===== config.mk =====
export PLATFORM = sky130hd
export DESIGN_NAME = gt_usr_clk_rst_ctrl
export DESIGN_NICKNAME = d
export VERILOG_FILES = /design/src/rtl/gt_usr_clk_rst_ctrl.sv
export SDC_FILE = /design/constraint.sdc
export NUM_CORES = 1
export LEC_CHECK = 0
export ABC_AREA = 1
export BUFFER_PORTS_ARGS = -buffer_cell sky130_fd_sc_hd__buf_2
export CAP_MARGIN = 0
export CORE_ASPECT_RATIO = 0.7
export CORE_UTILIZATION = 50
export DETAILED_ROUTE_END_ITERATION = 8
export HOLD_SLACK_MARGIN = 0.06
export PLACE_DENSITY = 0.7
export SLEW_MARGIN = 20
export SYNTH_ARGS = -nofsm -noshare
export SYNTH_HDL_FRONTEND = slang
export SYNTH_SLANG_ARGS = --single-unit

===== constraint.sdc =====
create_clock -name clk_i -period 4.09 [get_ports clk_i]
set_input_delay 1.227 -clock clk_i [delete_from_list [all_inputs] [get_ports clk_i]]
set_output_delay 1.227 -clock clk_i [all_outputs]
set_load 0.03 [all_outputs]

===== src/rtl/gt_usr_clk_rst_ctrl.sv =====
// TX user-clock MMCM reset sequencer and user-clock-ready qualifier, clocked by the free-running system clock.
// Optional feature: define GT_USR_CLK_LOCK_CNT_EN to add the saturating lock_loss_cnt_o output.
module gt_usr_clk_rst_ctrl #(
    parameter int NUMBER_OF_LANES     = 2,
    parameter int MASTER_LANE_ID      = 0,
    parameter int RST_HOLD_CYCLES     = 16,
    parameter int LOCK_TIMEOUT_CYCLES = 50000,
    parameter int SETTLE_CYCLES       = 256,
    parameter int MAX_RETRIES         = 7
) (
    input  logic                       clk_i,
    input  logic                       rst_n_i,
    input  logic                       start_i,
    input  logic [NUMBER_OF_LANES-1:0] tx_reset_done_i,
    input  logic [NUMBER_OF_LANES-1:0] tx_clk_lock_i,
    output logic [NUMBER_OF_LANES-1:0] tx_mmcm_reset_o,
    output logic [NUMBER_OF_LANES-1:0] usr_clk_ready_o,
    output logic                       fail_o,
    output logic                       lock_lost_o,
`ifdef GT_USR_CLK_LOCK_CNT_EN
    output logic [7:0]                 lock_loss_cnt_o,
`endif
    output logic [2:0]                 state_o
);

    localparam int HOLD_W   = (RST_HOLD_CYCLES > 1) ? $clog2(RST_HOLD_CYCLES) : 1;
    localparam int LOCK_W   = (LOCK_TIMEOUT_CYCLES > 1) ? $clog2(LOCK_TIMEOUT_CYCLES) : 1;
    localparam int SETTLE_W = (SETTLE_CYCLES > 1) ? $clog2(SETTLE_CYCLES) : 1;

    localparam logic [HOLD_W-1:0]   HOLD_LAST   = HOLD_W'(RST_HOLD_CYCLES - 1);
    localparam logic [LOCK_W-1:0]   LOCK_LAST   = LOCK_W'(LOCK_TIMEOUT_CYCLES - 1);
    localparam logic [SETTLE_W-1:0] SETTLE_LAST = SETTLE_W'(SETTLE_CYCLES - 1);
    localparam logic [2:0]          RETRY_LAST  = 3'(MAX_RETRIES - 1);

    typedef enum logic [2:0] {
        ST_IDLE      = 3'd0,
        ST_HOLD      = 3'd1,
        ST_WAIT_DONE = 3'd2,
        ST_WAIT_LOCK = 3'd3,
        ST_SETTLE    = 3'd4,
        ST_READY     = 3'd5,
        ST_FAIL      = 3'd6
    } state_e;

    state_e              state_q, state_d;
    logic [HOLD_W-1:0]   hold_cnt_q, hold_cnt_d;
    logic [LOCK_W-1:0]   lock_cnt_q, lock_cnt_d;
    logic [SETTLE_W-1:0] settle_cnt_q, settle_cnt_d;
    logic [2:0]          retry_q, retry_d;
    logic                mmcm_rst_q, mmcm_rst_d;
    logic                ready_q, ready_d;
    logic                fail_q, fail_d;
    logic                lost_q, lost_d;
    logic [1:0]          done_sync_q, lock_sync_q;
    logic                done_s, lock_s;

    // Only the master lane gates sequencing; the other lanes are intentionally ignored.
    logic unused_lanes;
    assign unused_lanes = ^{tx_reset_done_i, tx_clk_lock_i};

    always_ff @(posedge clk_i or negedge rst_n_i) begin
        if (!rst_n_i) begin
            done_sync_q <= 2'b00;
            lock_sync_q <= 2'b00;
        end else begin
            // NOTE: non-blocking assignments make the two stages shift rather than collapse into one flop.
            done_sync_q <= {done_sync_q[0], tx_reset_done_i[MASTER_LANE_ID]};
            lock_sync_q <= {lock_sync_q[0], tx_clk_lock_i[MASTER_LANE_ID]};
        end
    end

    assign done_s = done_sync_q[1];
    assign lock_s = lock_sync_q[1];

    always_comb begin
        // NOTE: every output of this block gets a default first, so no path can infer a latch.
        state_d = state_q;
        retry_d = retry_q;
        lost_d  = 1'b0;
        case (state_q)
            ST_IDLE: begin
                retry_d = '0;
                if (start_i) state_d = ST_HOLD;
            end
            ST_HOLD:      if (hold_cnt_q == HOLD_LAST) state_d = ST_WAIT_DONE;
            ST_WAIT_DONE: if (done_s) state_d = ST_WAIT_LOCK;
            ST_WAIT_LOCK: begin
                if (lock_s) begin
                    state_d = ST_SETTLE;
                end else if (lock_cnt_q == LOCK_LAST) begin
                    retry_d = retry_q + 3'd1;
                    state_d = (retry_q == RETRY_LAST) ? ST_FAIL : ST_HOLD;
                end
            end
            ST_SETTLE: begin
                if (!lock_s) begin
                    state_d = ST_HOLD;
                end else if (settle_cnt_q == SETTLE_LAST) begin
                    state_d = ST_READY;
                    retry_d = '0;
                end
            end
            ST_READY: begin
                if (!lock_s) begin
                    lost_d  = 1'b1;
                    state_d = ST_HOLD;
                end else if (!done_s) begin
                    state_d = ST_HOLD;
                end
            end
            ST_FAIL: state_d = ST_FAIL;
            default: state_d = ST_IDLE;
        endcase

        if (!start_i) begin
            state_d = ST_IDLE;
            retry_d = '0;
            lost_d  = 1'b0;
        end
    end

    // Counters restart on every state entry; each one exits its state at terminal count, so none wraps.
    assign hold_cnt_d   = (state_q == ST_HOLD && state_d == ST_HOLD) ? hold_cnt_q + 1'b1 : '0;
    assign lock_cnt_d   = (state_q == ST_WAIT_LOCK && state_d == ST_WAIT_LOCK) ? lock_cnt_q + 1'b1 : '0;
    assign settle_cnt_d = (state_q == ST_SETTLE && state_d == ST_SETTLE) ? settle_cnt_q + 1'b1 : '0;

    // Outputs are decoded from the next state so they change in the same cycle as state_o.
    assign mmcm_rst_d = !(state_d inside {ST_WAIT_LOCK, ST_SETTLE, ST_READY});
    assign ready_d    = (state_d == ST_READY);
    assign fail_d     = (state_d == ST_FAIL);

    always_ff @(posedge clk_i or negedge rst_n_i) begin
        if (!rst_n_i) begin
            state_q      <= ST_IDLE;
            hold_cnt_q   <= '0;
            lock_cnt_q   <= '0;
            settle_cnt_q <= '0;
            retry_q      <= '0;
            mmcm_rst_q   <= 1'b1;
            ready_q      <= 1'b0;
            fail_q       <= 1'b0;
            lost_q       <= 1'b0;
        end else begin
            state_q      <= state_d;
            hold_cnt_q   <= hold_cnt_d;
            lock_cnt_q   <= lock_cnt_d;
            settle_cnt_q <= settle_cnt_d;
            retry_q      <= retry_d;
            mmcm_rst_q   <= mmcm_rst_d;
            ready_q      <= ready_d;
            fail_q       <= fail_d;
            lost_q       <= lost_d;
        end
    end

`ifdef GT_USR_CLK_LOCK_CNT_EN
    logic [7:0] loss_cnt_q;

    always_ff @(posedge clk_i or negedge rst_n_i) begin
        if (!rst_n_i) begin
            loss_cnt_q <= 8'd0;
        end else if (lost_q && loss_cnt_q != 8'hFF) begin
            loss_cnt_q <= loss_cnt_q + 8'd1;
        end
    end

    assign lock_loss_cnt_o = loss_cnt_q;
`endif

    assign tx_mmcm_reset_o = {NUMBER_OF_LANES{mmcm_rst_q}};
    assign usr_clk_ready_o = {NUMBER_OF_LANES{ready_q}};
    assign fail_o          = fail_q;
    assign lock_lost_o     = lost_q;
    assign state_o         = state_q;

endmodule

== Word level (Yosys, flattened, before mapping) ==
Cells that the tools add are included.
Cells by class
  shift-type cells: 0
  bitwise gates (word level): 0
  add/subtract/negate cells: 4
  divide/modulo/power cells: 0
  equality and inequality tests: 20
  muxes and demuxes: 23
  $lt $le $gt $ge: 0
  reductions and logical operators: 7
  $mul: 0
Operators by type and width (number)
  2-to-1 mux 3 bit: 15
  equality test 3 bit, second input constant: 7
  case mux 3 bit (7 select lines): 1
  adder 16 x 1 -> 16 bit, second input constant: 1
  equality test 16 bit, second input constant: 1
  2-to-1 mux 16 bit: 1
  != test 3 bit, second input constant: 4
  equality test 3 x 2 -> 1 bit, second input constant: 3
  case mux 3 bit (3 select lines): 1
  adder 8 x 1 -> 8 bit, second input constant: 1
  equality test 8 bit, second input constant: 1
  2-to-1 mux 8 bit: 1
  equality test 3 x 1 -> 1 bit, second input constant: 2
  AND reduction 5 bit: 1
  adder 4 x 1 -> 4 bit, second input constant: 1
  equality test 4 bit, second input constant: 1
  2-to-1 mux 4 bit: 1
  != test 4 x 1 -> 1 bit, second input constant: 1
  adder 3 x 1 -> 3 bit, second input constant: 1
  logical AND 1 bit: 3
  logical NOT 3 bit: 1
  2-to-1 mux 1 bit: 3
  nonzero test 3 bit: 1
  logical NOT 1 bit: 1
Storage, ports and cells
  bits in latches: 0
  ROM bits: 0
  RAM bits: 0
  memories: 0
  bits in registers: 42
  output and inout port bits: 9

== Longest topological paths before layout ==
  word-level depth: 9
  gate-level depth with buffers: 14

== Worst setup path after synthesis ==
No wires, ideal clock.
  path type: reg2out
  from: reg mmcm_rst_q
  to: out tx_mmcm_reset_o[0]
  slack: 2214 ps
  buffers on the path: 1
  arrival time: 649 ps
  cell stages (with the launch flop): 2
  cells stage by stage: dfstp_2 buf_4
RTL lines
  start: declaration: RTL line 50  | logic mmcm_rst_q, mmcm_rst_d;
  start signal: assignment: RTL line 149  | mmcm_rst_q <= mmcm_rst_d;
  end: declaration: RTL line 16  | output logic [NUMBER_OF_LANES-1:0] tx_mmcm_reset_o,
No word-level cell between the ends.

== Worst setup path after layout ==
  from: reg state_q[2] (netlist: state_o[2])
  to: out state_o[2]
RTL lines
  start: declaration: RTL line 45  | state_e state_q, state_d;
  start signal: assignment: RTL line 144  | state_q <= state_d;
  end: declaration: RTL line 23  | output logic [2:0] state_o
No word-level cell between the ends.

==> impl_results.md <==
* Count of hold buffers inserted by post-cts repair at 0
* Cell internal power dissipation at 0.000669 W
* Leakage Power at 1.12 nW
* Antenna diodes at 0
* Portion of total power attributed to combinational logic at 3.0%
* CP max-delay cell: dfrtp_1
* Total detailed-routing wirelength at 3950 microns
* Count of state elements after synthesis at 42
* Average wire per cell in the routed design at 12.6 microns
* Critical path, cell by cell: buf_2
* Vias in the first global route at 1438
* Nets at 270
* Beginning of the worst register-to-register path: lock_cnt_q[0]
* Number of warnings reported in the yosys synthesis log at 0
* Instance count of the mapped netlist at 245
* Final setup skew at 0.00690 ns
* Total overflow reported by the global router at 0
* Buffer levels on the longest clock path at 2
* Crit Path Class: reg2out
* Sort of element at the end of the critical path: output pin
* Measured slew at the worst slew-check pin at 0.941 ns
* Fraction of final layout cells with drive strength greater than 1 at 22.8%
* Setup TNS after final layout at 0 ns
* DRT Pass-1 Iters at 4
* Arrival time reported for the critical path endpoint at 1.04 ns
* HPWL reported at the end of detailed placement at 2780 microns
* Die extent in x at 82.3 microns
* Status: completed
* Endpoints failing setup at 0
* Clock tree from TritonCTS: done
* Pins over their slew limit at 0
* H-tree level count at 2
* Largest stage delay on the critical path at 0.49 ns
* Post-placement setup slack at 1.93 ns
* Setup repair after global routing missed its margin: no
* Post-Synthesis Cell Area at 0.00226 sq mm
* Count of final hold-check violations at 0
* Syn Nets at 257
* Fill cell total of the finished layout at 400
* Final critical-path required period at 2.27 ns
* Critical path fanouts, max at 7
* WP buf/inv at 1
* Average via count per standard cell at 5.00
* Antenna viol nets, final at 0
* Max frequency at 442 MHz
* Sequential cell fraction of total power at 50.2%
* Register-to-register setup slack at 2.12 ns
* Die outline area at 0.00479 sq mm
* MaxCap Viol Count at 0
* PnR worst setup slack at 1.82 ns
* Terminus of the critical flop-to-flop path: lock_cnt_q[2]
* Share of synthesized area occupied by flip-flops and latches at 46.6%
* Count of routing violations after the opening detailed-route iteration at 104
* Min-delay src: done_sync_q[0]
* Cell family with most CP delay: flip-flops
* Slew Limit Headroom at 37.3%
* Cell count along the critical path at 1
* Overall fraction of global-route tracks in use at 18.5%
* RD Place Congestion at 0.817
* Power Density at 340 mW/mm^2
* # Post-CTS Setup Buffers at 0
* Unique masters post-synth at 30
* Final period utilization at 55.4%
* Clock slew at reported path FFs at 0.08 ns
* Worst min path class: reg2reg
* End of the worst hold path: done_sync_q[1]
* Worst Hold Margin at 0.354 ns
* Hold Path Cell Cnt at 0
* First-pass GRT wire length at 6520 microns
* Clock network fraction of design power at 46.7%
* Core region area at 0.00433 sq mm
* Top-level I/O count at 16
* Data required time of the critical path at 2.86 ns
* Post-cts resize count at 0
* Antenna violations before repair at 0
* CTS Root Buffer Type: clkbuf_8
* Initial core utilization at 52.2%
* Clk sink count at 42
* Vias at 1569
* Number of remaining DRC errors at 0
* Vertical die dimension at 58.2 microns
* Worst r2r path cells at 11
* Per-instance average area after synthesis at 9.22 sq um
* Skew-Pair Late Insertion Delay at 0.30 ns
* CP startpoint kind: flop
* Switching power of the nets at 0.000170 W
* Number of placement rows at 20
* Pin count of the biggest net entering global routing at 43
* Fraction of power spent switching nets at 20.3%
* Maximum VDD drop at 0.000213 V
* Num CTS Buffers at 5
* Count of input and output buffers at 13
* P&R area growth vs syn at 9.25%
[cell usage after synthesis]
master	number	area share, %
a21oi_1	3	0.66
a31o_2	1	0.39
and3_1	1	0.28
buf_12	1	0.89
buf_2	1	0.22
buf_4	5	1.7
clkinv_2	2	0.44
dfrtp_1	41	45
dfstp_2	1	1.2
ha_1	5	2.8
inv_1	26	4.3
inv_2	5	0.83
nand2_1	38	6.3
nand2_2	4	1.1
nand3_1	14	3.1
nand3_2	4	1.8
nand3_4	1	0.78
nand3b_2	1	0.50
nand4_1	10	2.8
nor2_1	28	4.7
nor2_2	5	1.4
nor2_4	12	6.0
nor3_1	8	1.8
nor4_1	1	0.28
nor4_2	2	1.1
o211ai_1	1	0.33
o21ai_0	1	0.22
o31ai_1	1	0.33
xnor2_1	4	1.6
xor2_1	18	7.0
[flip-flops by register name, indices dropped and copies added, names as in the netlist]
signal,flops
lock_lost_o,1
retry_q,3
lock_sync_q,2
ready_q,1
hold_cnt_q,4
settle_cnt_q,8
done_sync_q,2
mmcm_rst_q,1
fail_o,1
state_o,3
lock_cnt_q,16
[logic make-up (layout without fill, tap and decap cells)]
group	count (synthesis)	in the layout	synth area share [%]
DFF	42	42	46.6
AOI/OAI and AO/OA	7	7	1.94
and+or+nand+nor	129	129	31.8
xor gates and xnor gates	22	22	8.53
buffers and inverters	40	54	8.37
adders and majority gates	5	5	2.77
[how the worst max path moves through the flow]
stage / startpoint / slack [ns] / to
floorplan: mmcm_rst_q / 2.21 / tx_mmcm_reset_o[0]
global placement: start_i / 1.95 / lock_cnt_q[0]
detailed placement: start_i / 1.93 / lock_cnt_q[15]
CTS: state_o[2] / 1.82 / state_o[2]
global route: state_o[2] / 1.78 / state_o[2]
finish: state_o[2] / 1.82 / state_o[2]
[final cells by class]
cell class | count | area (sq um) | share of cell area (%)
multi-input combinational | 163 | 1020 | 41.2
timing repair buffer | 13 | 65.1 | 2.64
clock buffer | 5 | 68.8 | 2.79
sequential | 42 | 1050 | 42.6
inverter | 33 | 126 | 5.12
clock inverter | 3 | 68.8 | 2.79
tap | 55 | 68.8 | 2.79
[layout by cell type (no fill, tap or decap), drive strengths merged]
master	Yosys	routed
nor4	3	3
a31o	1	1
nand3b	1	1
o211ai	1	1
nor2	45	45
dfrtp	41	41
xor2	18	18
inv	31	31
nor3	8	8
o31ai	1	1
clkbuf	0	5
nand4	10	10
clkinv	2	3
nand2	42	42
dfstp	1	1
ha	5	5
a21oi	3	3
and3	1	1
buf	7	13
o21ai	1	1
xnor2	4	4
bufinv	0	2
nand3	19	19
[metrics by stage]
step                      area [sq um]  cells  total power, W  util, %
after floorplan                   2260    245        0.000442        -
after global placement            2330    306        0.000455     53.8
after detailed placement          2330    306        0.000456     53.8
after CTS                         2470    314        0.000851     57.0
after global routing              2470    314        0.000869     57.0
final                             2470    314        0.000840     57.0
[metal layers]
metal / global-route usage (%) / wire, microns
met2: 27.2 / 1650
met5: 0 / 0
met1: 26.4 / 2120
met3: 5.20 / 133
met4: 6.02 / 34
[power groups by stage]
stage	Combinational (W)	Clock (W)	Sequential (W)
2_1_floorplan	0.0000108	0	0.000431
3_3_place_gp	0.0000258	0	0.000430
3_5_place_dp	0.0000262	0	0.000430
4_1_cts	0.0000263	0.000403	0.000422
5_1_grt	0.0000296	0.000417	0.000422
6_report	0.0000256	0.000392	0.000422
(Power assumes the default switching activity.)
